===== src/rtl/mvu_pkg.sv =====
// Shared widths, multiplier-mode encodings and the job descriptor for the MVU controllers.
package mvu_pkg;
  localparam int BWBANKA = 9;
  localparam int BDBANKA = 14;
  localparam int BTILE   = 8;
  localparam int BPREC   = 4;

  localparam logic [1:0] MODE_IDLE = 2'b00;
  localparam logic [1:0] MODE_1    = 2'b01;
  localparam logic [1:0] MODE_2    = 2'b10;
  localparam logic [1:0] MODE_3    = 2'b11;

  typedef struct packed {
    logic [BWBANKA-1:0] wbase;
    logic [BDBANKA-1:0] dbase;
    logic [BDBANKA-1:0] obase;
    logic [BTILE-1:0]   ntile;
    logic [BPREC-1:0]   nprec;
    logic [1:0]         mode;
  } job_t;
endpackage


===== src/rtl/mvu_ctrl_agu.sv =====
// Tile/plane counters and read-address generation; the data plane base is accumulated
// by ntile+1 per plane so no multiplier is needed. Advances only on a granted read.
module mvu_ctrl_agu
  import mvu_pkg::*;
(
  input  logic               clk,
  input  logic               rst_n,
  input  logic               i_load,
  input  logic [BDBANKA-1:0] i_ld_dbase,
  input  logic               i_adv,
  input  logic [BWBANKA-1:0] i_wbase,
  input  logic [BTILE-1:0]   i_ntile,
  input  logic [BPREC-1:0]   i_nprec,
  output logic [BWBANKA-1:0] o_rdw_addr,
  output logic [BDBANKA-1:0] o_rdd_addr,
  output logic               o_last_t,
  output logic               o_last_p,
  output logic               o_t_zero,
  output logic               o_p_zero
);
  logic [BTILE-1:0]   r_t;
  logic [BPREC-1:0]   r_p;
  logic [BDBANKA-1:0] r_pbase;
  logic [BDBANKA-1:0] w_stride;

  assign w_stride = BDBANKA'(i_ntile) + BDBANKA'(1);

  always_ff @(posedge clk) begin
    if (!rst_n) begin
      r_t     <= '0;
      r_p     <= '0;
      r_pbase <= '0;
    end else if (i_load) begin
      r_t     <= '0;
      r_p     <= '0;
      r_pbase <= i_ld_dbase;
    end else if (i_adv) begin
      if (o_last_t) begin
        r_t     <= '0;
        r_p     <= r_p + BPREC'(1);
        r_pbase <= r_pbase + w_stride;
      end else begin
        r_t <= r_t + BTILE'(1);
      end
    end
  end

  assign o_rdw_addr = i_wbase + BWBANKA'(r_t);
  assign o_rdd_addr = r_pbase + BDBANKA'(r_t);
  assign o_last_t   = (r_t == i_ntile);
  assign o_last_p   = (r_p == i_nprec);
  assign o_t_zero   = (r_t == '0);
  assign o_p_zero   = (r_p == '0);
endmodule


===== src/rtl/mvu_ctrl.sv =====
// Per-MVU job sequencer: accept a descriptor, issue bit-serial reads, drain, write back.
// Accumulator controls are gated by rdd_grnt so a stalled read contributes nothing.
module mvu_ctrl
  import mvu_pkg::*;
#(
  parameter int LAT = 3
) (
  input  logic               clk,
  input  logic               rst_n,
  input  logic               job_valid,
  output logic               job_ready,
  input  logic [BWBANKA-1:0] job_wbase,
  input  logic [BDBANKA-1:0] job_dbase,
  input  logic [BDBANKA-1:0] job_obase,
  input  logic [BTILE-1:0]   job_ntile,
  input  logic [BPREC-1:0]   job_nprec,
  input  logic [1:0]         job_mode,
  output logic [1:0]         mul_mode,
  output logic               acc_clr,
  output logic               acc_sh,
  output logic [BWBANKA-1:0] rdw_addr,
  output logic               rdd_en,
  input  logic               rdd_grnt,
  output logic [BDBANKA-1:0] rdd_addr,
  output logic               wrd_en,
  input  logic               wrd_grnt,
  output logic [BDBANKA-1:0] wrd_addr,
  output logic               busy,
  output logic               done
);
  localparam int BDCNT = (LAT > 1) ? $clog2(LAT) : 1;

  typedef enum logic [1:0] {S_IDLE, S_ISSUE, S_DRAIN, S_WRITE} state_t;

  state_t           r_state, w_state_nxt;
  job_t             r_job;
  logic             r_first;
  logic [BDCNT-1:0] r_dcnt;
  logic             w_hs, w_adv;
  logic             w_last_t, w_last_p, w_t_zero, w_p_zero;

  assign w_hs      = job_valid & rst_n & (r_state == S_IDLE);
  assign w_adv     = (r_state == S_ISSUE) & rdd_grnt;
  assign job_ready = rst_n & (r_state == S_IDLE);
  assign wrd_addr  = r_job.obase;

  always_ff @(posedge clk) begin
    if (!rst_n) begin
      r_state <= S_IDLE;
      r_job   <= '0;
      r_first <= 1'b0;
      r_dcnt  <= '0;
    end else begin
      r_state <= w_state_nxt;
      if (w_hs) begin
        r_job   <= '{wbase: job_wbase, dbase: job_dbase, obase: job_obase,
                     ntile: job_ntile, nprec: job_nprec, mode: job_mode};
        r_first <= 1'b1;
      end else if (w_adv) begin
        r_first <= 1'b0;
      end
      r_dcnt <= (r_state == S_DRAIN) ? r_dcnt + BDCNT'(1) : '0;
    end
  end

  always_comb begin
    w_state_nxt = r_state;
    rdd_en      = 1'b0;
    wrd_en      = 1'b0;
    busy        = 1'b0;
    done        = 1'b0;
    mul_mode    = MODE_IDLE;
    acc_clr     = 1'b0;
    acc_sh      = 1'b0;
    case (r_state)
      S_IDLE: begin
        if (w_hs) w_state_nxt = S_ISSUE;
      end
      S_ISSUE: begin
        busy     = 1'b1;
        rdd_en   = 1'b1;
        mul_mode = r_job.mode & {2{rdd_grnt}};
        acc_clr  = r_first & rdd_grnt;
        // Shift once at the head of each plane after the MSB plane.
        acc_sh   = rdd_grnt & w_t_zero & ~w_p_zero;
        if (rdd_grnt && w_last_t && w_last_p) w_state_nxt = S_DRAIN;
      end
      S_DRAIN: begin
        busy = 1'b1;
        if (r_dcnt == BDCNT'(LAT - 1)) w_state_nxt = S_WRITE;
      end
      S_WRITE: begin
        busy   = 1'b1;
        wrd_en = 1'b1;
        if (wrd_grnt) begin
          done        = 1'b1;
          w_state_nxt = S_IDLE;
        end
      end
      default: w_state_nxt = S_IDLE;
    endcase
  end

  mvu_ctrl_agu u_agu (
    .clk        (clk),
    .rst_n      (rst_n),
    .i_load     (w_hs),
    .i_ld_dbase (job_dbase),
    .i_adv      (w_adv),
    .i_wbase    (r_job.wbase),
    .i_ntile    (r_job.ntile),
    .i_nprec    (r_job.nprec),
    .o_rdw_addr (rdw_addr),
    .o_rdd_addr (rdd_addr),
    .o_last_t   (w_last_t),
    .o_last_p   (w_last_p),
    .o_t_zero   (w_t_zero),
    .o_p_zero   (w_p_zero)
  );
endmodule


===== config.mk =====
export PLATFORM = sky130hd
export DESIGN_NAME = mvu_ctrl
export DESIGN_NICKNAME = d
export VERILOG_FILES = /design/src/rtl/mvu_pkg.sv /design/src/rtl/mvu_ctrl_agu.sv /design/src/rtl/mvu_ctrl.sv
export SDC_FILE = /design/constraint.sdc
export NUM_CORES = 1
export LEC_CHECK = 0
export ABC_AREA = 1
export BUFFER_PORTS_ARGS = -buffer_cell sky130_fd_sc_hd__buf_2
export CAP_MARGIN = 40
export CORE_ASPECT_RATIO = 0.7
export CORE_MARGIN = 5
export CORE_UTILIZATION = 61
export CTS_BUF_LIST = sky130_fd_sc_hd__clkbuf_8
export DETAILED_ROUTE_END_ITERATION = 12
export MAX_ROUTING_LAYER = met4
export PLACE_DENSITY = 0.95
export SETUP_SLACK_MARGIN = 0.05
export SYNTH_ARGS = -nofsm -noshare
export SYNTH_HDL_FRONTEND = slang
export SYNTH_SLANG_ARGS = --single-unit

===== constraint.sdc =====
create_clock -name clk -period 7.4 [get_ports clk]
set_clock_uncertainty 0.1 [all_clocks]
set_input_delay 2.22 -clock clk [delete_from_list [all_inputs] [get_ports clk]]
set_output_delay 2.22 -clock clk [all_outputs]
set_load 0.01 [all_outputs]

==> results.py <==
metrics = {
    "run_status": {
        "status": "complete, no violations",
    },
    "finish": {
        "nNetsFinal": 818,
        "area_growth_pct": 14.5,
        "drive_gt1_share_pct": 18.4,
        "nFillCells": 603,
        "num_antenna_cells": 0,
        "utilization_pct": 71.4,
    },
    "die": {
        "die_h_microns": 82.1,
        "io_pins": 102,
        "core_sq_um": 7250,
        "row_count": 26,
        "die_w_microns": 113,
        "design.die.area_sq_um": 9270,
        "initial_core_util_pct": 62.4,
    },
    "clocking": {
        "clkSlewWorstSetupHoldPaths_ns": 0.08,
        "clkLatencyLatePin_ns": 0.36,
        "ctsRootBufferMaster": "clkbuf_8",
        "cts_buffer_depth": 2,
        "clkSinkCount": 68,
        "cts_tree": "built",
        "numCtsBuffers": 9,
        "cts_hold_buf": 0,
        "cts.htree.levels": 3,
        "cts.repair.resized": 0,
        "cts_setup_buffers": 0,
    },
    "routing": {
        "routed_wl_microns": 12000,
        "ant_nets": 0,
        "vias": 4460,
        "drc": 0,
        "firstDrtPassIters": 5,
        "viasPerCell": 5.40,
        "routedWlPerCell_microns": 14.5,
        "drt_iter0_drc": 327,
    },
    "place": {
        "pre_cts_slack_ns": 2.01,
        "portBuffers": 101,
        "dpl.hpwl_microns": 9290,
        "place_congestion": 0.990,
    },
    "logic_synthesis": {
        "yosys_warnings": 0,
        "async_flop_share_pct": 0,
        "synth_top_area_cell": "dfxtp_1",
        "synthFlopType": "dfxtp_1",
        "avgSynthCellArea_sq_um": 7.09,
        "yosysSeqAreaShare_pct": 30.1,
        "synthesis.nets": 733,
        "synth.distinct_cells": 40,
        "synth_top_area_share_pct": 30.1,
        "synth_cells": 638,
        "ys_top_cells_by_area": "dfxtp_1 (30%), nand2_1 (13%), ha_1 (10%)",
        "synth-seq-cells": 68,
        "synth_area_sq_um": 4520,
        "synth.most_common_cell": "nand2_1",
        "synth_edf_count": 0,
        "ys_top_cells_by_count": "nand2_1 (156), inv_1 (82), dfxtp_1 (68)",
    },
    "pwr": {
        "power.leakage_uw": 0.00269,
        "ir_worst_vdd_v": 0.000212,
        "powerDensity_nw_per_um2": 259,
    },
    "sta": {
        "drv_slew": 0,
        "fin_crit_ns": 5.42,
        "worstMarginPinSlew_ns": 0.667,
        "fin_crit_sh_pct": 73.3,
        "setup_viol": 0,
        "clock.fmax_mhz": 184,
        "relSlewSlack_pct": 55.5,
        "setup_tns_ns": 0,
        "rsz0062_at_grt": "false",
        "final_hold_viol_count": 0,
        "setup_slack_ns": 1.98,
    },
    "worst_setup_path": {
        "slowest_stage": "nor3_1",
        "critical_path_class": "input port to primary output",
        "required_ns": 5.08,
        "cp-end-kind": "primary output",
        "path_cells": "buf_2, nand2_1, nor3_1, buf_2",
        "cp_max_fo": 11,
        "arrival_ns": 3.10,
        "path_common_cell": "buf_2",
        "cp_top_family": "simple AND/OR/NAND/NOR gates",
        "max_stage_delay_ns": 0.32,
        "path_buf_inv": 2,
        "crit_path_start_kind": "input port",
    },
    "global_routing": {
        "grt_max_degree": 38,
        "grtUsageTotal_pct": 27.7,
        "grt_overflow_total": 0,
        "grt_pass1_vias": 4328,
        "grt_pass1_wl_microns": 19900,
        "antenna_found_initial": 0,
    },
    "job": {
        "cap_violations": 0,
    },
    "hold_path": {
        "hp-class": "register to register",
    },
}
==> placed cells by master, fill, tap and decap left out, types with 2 or more instances in the layout <==
cell type / instances
clkbuf_8: 9
o21ai_0: 31
nand4_1: 7
nor3_2: 2
xnor2_1: 14
fa_1: 3
nor2_4: 2
inv_1: 82
nand2_1: 156
inv_6: 3
buf_2: 101
o21ai_1: 8
inv_2: 4
a22o_1: 22
nor3_1: 7
dfxtp_1: 68
nor2_1: 55
xor2_1: 22
a21oi_1: 29
nor2_2: 2
ha_1: 36
clkinvlp_4: 2
o211ai_1: 3
nand3_1: 40
nand2_4: 2
==> power by group <==
group          switching, uW  internal, uW  total [uW]  leakage, uW
clock network            163           161         324    0.0000988
logic                    329           203         532      0.00204
registers               54.5           429         484     0.000556
total                    546           794        1340      0.00269
==> cell families after synthesis <==
kind of cell | after synthesis | share of synthesized area (%)
buf+inv | 114 | 11.4
compound gates | 101 | 13.6
xor+xnor | 36 | 6.97
fa+ha+maj | 39 | 11.3
flops | 68 | 30.1
simple gates | 280 | 26.6
==> worst register-to-register path, cell delays in order, from the launching register on <==
cell and delay (ns):
dfxtp_1 0.38, inv_1 0.10, nor3_1 0.42, nand4_1 0.19, nor2_1 0.16, xor2_1 0.18
inv_1 0.07, ha_1 0.35, nand2_1 0.09, nor2_1 0.26, nand3_1 0.11, nand3_1 0.20
nand2_1 0.09, nand2_1 0.07, nand3_1 0.06, nand2_1 0.09, nand2_1 0.04
==> state kept, by name, indices dropped and copies added, names as in the netlist <==
| signal | cells |
|---|---|
| r_dcnt | 2 |
| r_first | 1 |
| r_job | 23 |
| r_state | 2 |
| u_agu.r_p | 4 |
| u_agu.r_pbase | 14 |
| u_agu.r_t | 8 |
| wrd_addr | 14 |
==> area by class of cell <==
class / count / area, sq um / share of cell area, %
Tap cell: 98 / 123 / 2.37
Clock inverter: 7 / 82.6 / 1.59
Inverter: 86 / 323 / 6.23
Clock buffer: 9 / 124 / 2.39
Multi-Input combinational cell: 456 / 2650 / 51.2
Sequential cell: 68 / 1360 / 26.3
Timing Repair Buffer: 102 / 513 / 9.91
==> through the flow <==
step	hold slack, ns	std cells	power [uW]	cell area (sq um)
after detailed placement	0.316	810	1010	4970
final	0.326	826	1340	5180
after global routing	0.375	826	1440	5180
after global placement	0.310	810	986	4970
after CTS	0.328	826	1340	5180
after floorplan	0.301	638	873	4520
==> worst paths after layout <==
check	startpoint	to	slack, ns	cells after the start
worst max-delay path	rdd_grnt	acc_sh	1.98	4
worst min-delay path	r_dcnt[0]	r_dcnt[0]	0.33	1
worst max register to register	r_job[6]	u_agu.r_pbase[11]	4.36	16
worst min register to register	r_dcnt[0]	r_dcnt[0]	0.33	1
==> per-layer routing <==
metal | track usage (%) | routed length, microns | vias to the layer above
li1 | - | - | 2224
met1 | 35.5 | 5400 | 2018
met2 | 44.0 | 5270 | 193
met3 | 6.26 | 1060 | 25
met4 | 8.52 | 227 | 0
met5 | - | 0 | -
Note: power is estimated with default switching activity, not from simulation.
